$ cat config.mk
export PLATFORM = sky130hd
export DESIGN_NAME = fifo_ptr_ctrl
export DESIGN_NICKNAME = d
export VERILOG_FILES = /design/src/rtl/fifo_ptr_ctrl.sv
export SDC_FILE = /design/constraint.sdc
export NUM_CORES = 1
export LEC_CHECK = 0
export ABC_AREA = 1
export CORE_MARGIN = 4
export CORE_UTILIZATION = 41
export DETAILED_ROUTE_END_ITERATION = 6
export HOLD_SLACK_MARGIN = 0.08
export PLACE_DENSITY = 0.75
export SLEW_MARGIN = 20
export SYNTH_ARGS = -nofsm -noshare
export SYNTH_HDL_FRONTEND = slang
export SYNTH_SLANG_ARGS = --single-unit
$ cat constraint.sdc
create_clock -name clk -period 1.5 [get_ports clk]
set_input_delay 0.15 -clock clk [delete_from_list [all_inputs] [get_ports clk]]
set_output_delay 0.15 -clock clk [all_outputs]
set_load 0.02 [all_outputs]
$ cat src/rtl/fifo_ptr_ctrl.sv
// fifo_ptr_ctrl
// Pointer and flag controller for the small register-file FIFO. It produces
// the write row select and write enable for the 2-to-4 write-select
// decoder, and the read row select for the output mux. It also tracks
// occupancy (count, full, empty) and holds sticky overflow/underflow flags.
//
// Ports:
//   clk        rising-edge clock
//   rst        synchronous, active-high reset
//   wr_req     write request from producer
//   rd_req     read request from consumer
//   wr_addr    write row select (decoder data_in), register output
//   wr_en      qualified write (decoder enable), combinational
//   rd_addr    read row select to output mux, register output
//   rd_en      qualified read, data valid at rd_addr this cycle
//   full       FIFO holds DEPTH entries (registered)
//   empty      FIFO holds 0 entries (registered)
//   count      occupancy, 0..DEPTH
//   overflow   sticky: write requested while full
//   underflow  sticky: read requested while empty
//
// Handshake: wr_req/rd_req are requests and ~full/~empty act as ready.
// A transfer happens only in a cycle where request and ready are both high
// (wr_en / rd_en). A request without ready is dropped, not held, and it
// sets the matching sticky error flag at the next edge.
//
// Occupancy states are EMPTY -> PARTIAL -> FULL. They follow directly from
// count, so the full/empty flags carry that state. There is no separate
// state register.

module fifo_ptr_ctrl #(
  parameter  int ADDR_W = 2,
  localparam int DEPTH  = 2 ** ADDR_W
) (
  input  logic              clk,
  input  logic              rst,
  input  logic              wr_req,
  input  logic              rd_req,
  output logic [ADDR_W-1:0] wr_addr,
  output logic              wr_en,
  output logic [ADDR_W-1:0] rd_addr,
  output logic              rd_en,
  output logic              full,
  output logic              empty,
  output logic [ADDR_W:0]   count,
  output logic              overflow,
  output logic              underflow
);

  // The pointers carry one extra wrap bit. When the addresses are equal,
  // the wrap bit tells full (bits differ) apart from empty (bits equal).
  logic [ADDR_W:0] wr_ptr;
  logic [ADDR_W:0] rd_ptr;
  logic [ADDR_W:0] wr_ptr_nxt;
  logic [ADDR_W:0] rd_ptr_nxt;
  logic [ADDR_W:0] count_nxt;
  logic            full_nxt;
  logic            empty_nxt;

  // Gating uses the registered flags only. This blocks a write into a full
  // FIFO even when a read happens in the same cycle, and it blocks a read
  // of data written in the same cycle.
  assign wr_en = wr_req & ~full;
  assign rd_en = rd_req & ~empty;

  assign wr_addr = wr_ptr[ADDR_W-1:0];
  assign rd_addr = rd_ptr[ADDR_W-1:0];

  always_comb begin
    wr_ptr_nxt = wr_ptr + {{ADDR_W{1'b0}}, wr_en};
    rd_ptr_nxt = rd_ptr + {{ADDR_W{1'b0}}, rd_en};
    count_nxt  = count + {{ADDR_W{1'b0}}, wr_en} - {{ADDR_W{1'b0}}, rd_en};
    full_nxt   = (wr_ptr_nxt[ADDR_W-1:0] == rd_ptr_nxt[ADDR_W-1:0]) &&
                 (wr_ptr_nxt[ADDR_W] != rd_ptr_nxt[ADDR_W]);
    empty_nxt  = (wr_ptr_nxt == rd_ptr_nxt);
  end

  // Reset has priority over any request in the same cycle. It discards
  // all contents.
  always_ff @(posedge clk) begin
    if (rst) begin
      wr_ptr    <= '0;
      rd_ptr    <= '0;
      count     <= '0;
      full      <= 1'b0;
      empty     <= 1'b1;
      overflow  <= 1'b0;
      underflow <= 1'b0;
    end else begin
      wr_ptr    <= wr_ptr_nxt;
      rd_ptr    <= rd_ptr_nxt;
      count     <= count_nxt;
      full      <= full_nxt;
      empty     <= empty_nxt;
      overflow  <= overflow | (wr_req & full);
      underflow <= underflow | (rd_req & empty);
    end
  end

endmodule

**Word level (Yosys, flattened, before mapping)**

Index checks and enable logic that the tools add are counted.

- Bits of input ports: 4
- Flip-flop bits (word level): 13
- Output and inout port bits: 13

- Equal/unequal tests: 3
- Bitwise logic cells: 8
- Add/sub/neg operators: 4
- Reduce and logical (&&, ||, !) cells: 1

Operators with widths:

| kind | number |
|---|---|
| 3-bit by 1-bit adder with 3-bit output | 3 |
| 1-bit AND | 4 |
| 3-bit equality test | 1 |
| 3-bit by 1-bit subtractor with 3-bit output | 1 |
| 2-bit equality test | 1 |
| 1-bit NOT | 2 |
| 1-bit bitwise OR | 2 |
| 1-bit logical AND | 1 |
| 1-bit inequality test | 1 |

**Depth between registers and ports, before layout**

- Depth in word-level cells: 5
- Gate-level depth with buffers: 11
- Gate-level depth less buffers: 11

**Worst setup path before layout**

Ideal clock, no wire load.

- Path kind: reg-to-reg
- Start point: register empty
- End point: register count[2]
- Data arrival time: 1,959 ps
- Stages on the path, launching flop included: 11
- Clock period less this slack: 2,072 ps
- Slack: -572 ps
- Cells stage by stage: dfxtp_1 -> nor2_1 -> ha_1 -> inv_1 -> ha_1 -> inv_1 -> fa_1 -> xor2_1 -> nand2_1 -> nand2_1 -> nor2_1

- Word-level cells in the longest chain between the ends: 3

Ends and longest elaborated chain:

| what | RTL line | source |
|---|---|---|
| start: declaration | 44 | `output logic empty,` |
| start signal: assignment | 94 | `empty <= empty_nxt;` |
| 1-bit NOT | 64 | `assign rd_en = rd_req & ~empty;` |
| 1-bit AND | 64 |  |
| via rd_en | 42 | `output logic rd_en,` |
| 3-bit by 1-bit subtractor with 3-bit output | 72 | `count_nxt = count + {{ADDR_W{1'b0}}, wr_en} - {{ADDR_W{1'b0}}, rd_en};` |
| end signal: assignment | 92 | `count <= count_nxt;` |
| end: declaration | 45 | `output logic [ADDR_W:0] count,` |

The timed path passes the listed nets, and every way through them passes these cells.
A chain may end at the register's enable or synchronous reset.

**Worst setup path after layout**

- Start point: register empty
- End point: register count[2]

- Word-level cells in the longest chain between the ends: 3

Ends and longest elaborated chain:

| what | RTL line |
|---|---|
| 1-bit NOT | 64 |
| 1-bit AND | 64 |
| 3-bit by 1-bit subtractor with 3-bit output | 72 |

Every way passes these cells.

==> impl_metrics.env <==
export IMPL_final_layout_size_suffix_gt1_share_pct=28.6
export IMPL_die_h_um=47.6
export IMPL_finalMaxSlewViolations=0
export IMPL_final_util_pct=65.5
export IMPL_worstMarginPinSlew_ns=0.268
export IMPL_critPathRequiredTime_ns=1.69
export IMPL_synth_simple_gate_area_share_pct=27.5
export IMPL_pre_cts_slack_ns=-0.531
export IMPL_overflow=0
export IMPL_ys_types=14
export IMPL_final_common_cell="nand2_1"
export IMPL_wl_per_cell_um=10.9
export IMPL_hold_depth=3
export IMPL_coreArea_um2=1490
export IMPL_io_pins=17
export IMPL_dpl_hpwl_mm=1.02
export IMPL_cts_reportedPaths_clkPinSlew_ns=0.08
export IMPL_crit_arrival_ns=1.87
export IMPL_synthMuxAreaShare_pct=0
export IMPL_total_power_mw=1.16
export IMPL_irDropWorstVdd_mv=0.775
export IMPL_seq_area_frac_synth_pct=40.5
export IMPL_violations="negative setup slack"
export IMPL_startpoint_type="flop"
export IMPL_cts_max_level=1
export IMPL_synth_top_family_by_area="simple AND/OR/NAND/NOR gates"
export IMPL_worstHoldEndpoint="underflow$_SDFF_PP0_"
export IMPL_portBuffers=16
export IMPL_clock_latency_ns=0.28
export IMPL_rr_worst_depth=10
export IMPL_viasPerCell=4.59
export IMPL_grt_usage_pct=13.7
export IMPL_hp_start="rd_req"
export IMPL_die_area_um2=2260
export IMPL_max_slew_margin_pct=82.1
export IMPL_synthCells=87
export IMPL_p_leak_nw=0.494
export IMPL_r2r_setup_slack_ns=-0.18
export IMPL_grt_pass1_wl_mm=2.18
export IMPL_grt_max_degree=8
export IMPL_cts_num_sinks=13
export IMPL_regToRegStartpoint="empty$_SDFF_PP1_"
export IMPL_fin_crit_sh_pct=112
export IMPL_synth_nets=98
export IMPL_sw_frac_of_total_pct=35.9
export IMPL_fin_hold_ws_ns=0.267
export IMPL_drt_first_pass_iters=2
export IMPL_diodes=0
export IMPL_worst_setup_path_end_kind="flop"
export IMPL_finalHoldViolCount=0
export IMPL_grt_pass1_vias=553
export IMPL_core_rowCount=14
export IMPL_syn_avg_cell_area_um2=7.38
export IMPL_outcome="complete, but fails checks"
export IMPL_fmax_ghz=0.595
export IMPL_rsz0062_at_grt="yes"
export IMPL_fin_cells=128
export IMPL_placed_cells=123
export IMPL_power_density_nw_per_um2=1190
export IMPL_cts_tree="built"
export IMPL_drv_cap=0
export IMPL_drt_iter0_markers=1
export IMPL_layout_nets=124
export IMPL_cts_buffers=3
export IMPL_cts_hold_buffers=0
export IMPL_antenna_left=0
export IMPL_gp_congestion=0.682
export IMPL_fin_skew_ns=0.00701
export IMPL_ys_seq_elements=13
export IMPL_drc=0
export IMPL_p_sw_uw=417
export IMPL_root_buffer="clkbuf_4"
export IMPL_antenna_found_initial=0
export IMPL_syn_area_um2=642
export IMPL_synthXorXnorAreaFrac_pct=1.36
export IMPL_drt_wl_total_mm=1.40
export IMPL_clockPowerShare_pct=19.1
export IMPL_intPower_uw=744
export IMPL_vias=587
export IMPL_worstPathMaxFanout=2
export IMPL_setup_ws_ns=-0.180
export IMPL_setup_viol_count_final=2
export IMPL_clockBufferDepth=2
export IMPL_synth_compound_area_share_pct=1.56
export IMPL_hp_class="in -> reg"
export IMPL_die_w_um=47.6
export IMPL_startpoint="empty$_SDFF_PP1_"
export IMPL_synthAdderAreaFrac_pct=14.8
export IMPL_pwr_share_comb_pct=41.9
export IMPL_syn_to_final_growth_pct=52.0
export IMPL_start_util_pct=43.1
export IMPL_period_needed_ns=1.68
export IMPL_reg2reg_to="count[2]$_SDFF_PP0_"
export IMPL_final_cell_mix="nand2_1 (24), nor2_1 (13), dfxtp_1 (11), inv_1 (10), buf_4 (9)"
export IMPL_crit_type="reg -> reg"
export IMPL_pwr_share_seq_pct=39.0
export IMPL_synth_warnings=0
==> power by group through the flow <==
stage / logic [mW] / registers (mW) / clock network (mW)
floorplan: 0.208 / 0.499 / 0
global placement: 0.433 / 0.452 / 0
detailed placement: 0.442 / 0.452 / 0
CTS: 0.462 / 0.445 / 0.231
global route: 0.545 / 0.461 / 0.249
finish: 0.486 / 0.453 / 0.222
==> through the flow <==
stage	cell area, µm²	setup TNS, ns
CTS	921	-0.142
detailed placement	876	-2.27
global placement	876	-2.09
global route	976	-0.589
finish	976	-0.210
floorplan	663	-0.384
==> routing by layer <==
metal	global-route usage, %	part of all wire, %
met1	17.3	40
met2	21.7	55
met3	4.89	4.6
met4	4.84	1.0
met5	0	0
==> cell families (layout without fill, tap and decap cells) <==
kind of cell / after synthesis / in the layout
simple gates: 44 / 44
fa+ha+maj: 7 / 7
buf+inv: 20 / 45
compound gates: 2 / 2
flops: 13 / 13
xor+xnor: 1 / 1
==> layout make-up <==
| cell class | instances | area, µm² |
|---|---|---|
| Multi-Input combinational cell | 54 | 365 |
| Sequential cell | 13 | 268 |
| Inverter | 15 | 56.3 |
| Timing Repair Buffer | 26 | 240 |
| Fill cell | 118 | 513 |
| Clock buffer | 4 | 26.3 |
| Tap cell | 16 | 20.0 |
==> repair_timing <==
item | in CTS | in global routing
gates resized for setup | 11 | 11
buffers inserted | 0 | 1
pin swaps | 0 | 2
endpoints found under the hold margin | 0 | 0
setup endpoints to repair | 8 | 6
==> critical path, stage by stage (launching register included) <==
cell	delay (ns)
dfxtp_4	0.36
nor2_4	0.11
ha_4	0.21
inv_2	0.06
ha_4	0.12
inv_2	0.03
fa_2	0.34
xor2_2	0.17
nand2_1	0.09
nand2_1	0.07
nor2_1	0.04
==> sequential cells by signal (all words and copies together), names as in the netlist <==
signal	flops
underflow	1
empty	1
count	3
overflow	1
full	1
rd_ptr	3
wr_ptr	3
==> synth_stat cells (all sizes together) <==
library cell	instances	area, µm²
ha	6	75.1
dfxtp	13	260
nor2	16	62.6
buf	5	35.0
fa	1	20.0
nand3	1	5.00
a21oi	2	10.0
xor2	1	8.76
nand2	27	109
inv	15	56.3
==> worst max path at each step <==
stage / slack [ns] / depth (start not counted) / end
2_1_floorplan: -0.24 / 10 / count[2]$_SDFF_PP0_
3_3_place_gp: -0.51 / 12 / count[2]$_SDFF_PP0_
3_5_place_dp: -0.53 / 12 / count[2]$_SDFF_PP0_
4_1_cts: -0.12 / 10 / count[2]$_SDFF_PP0_
5_1_grt: -0.27 / 10 / count[2]$_SDFF_PP0_
6_report: -0.18 / 10 / count[2]$_SDFF_PP0_
Power figures use the tool's default switching activity.
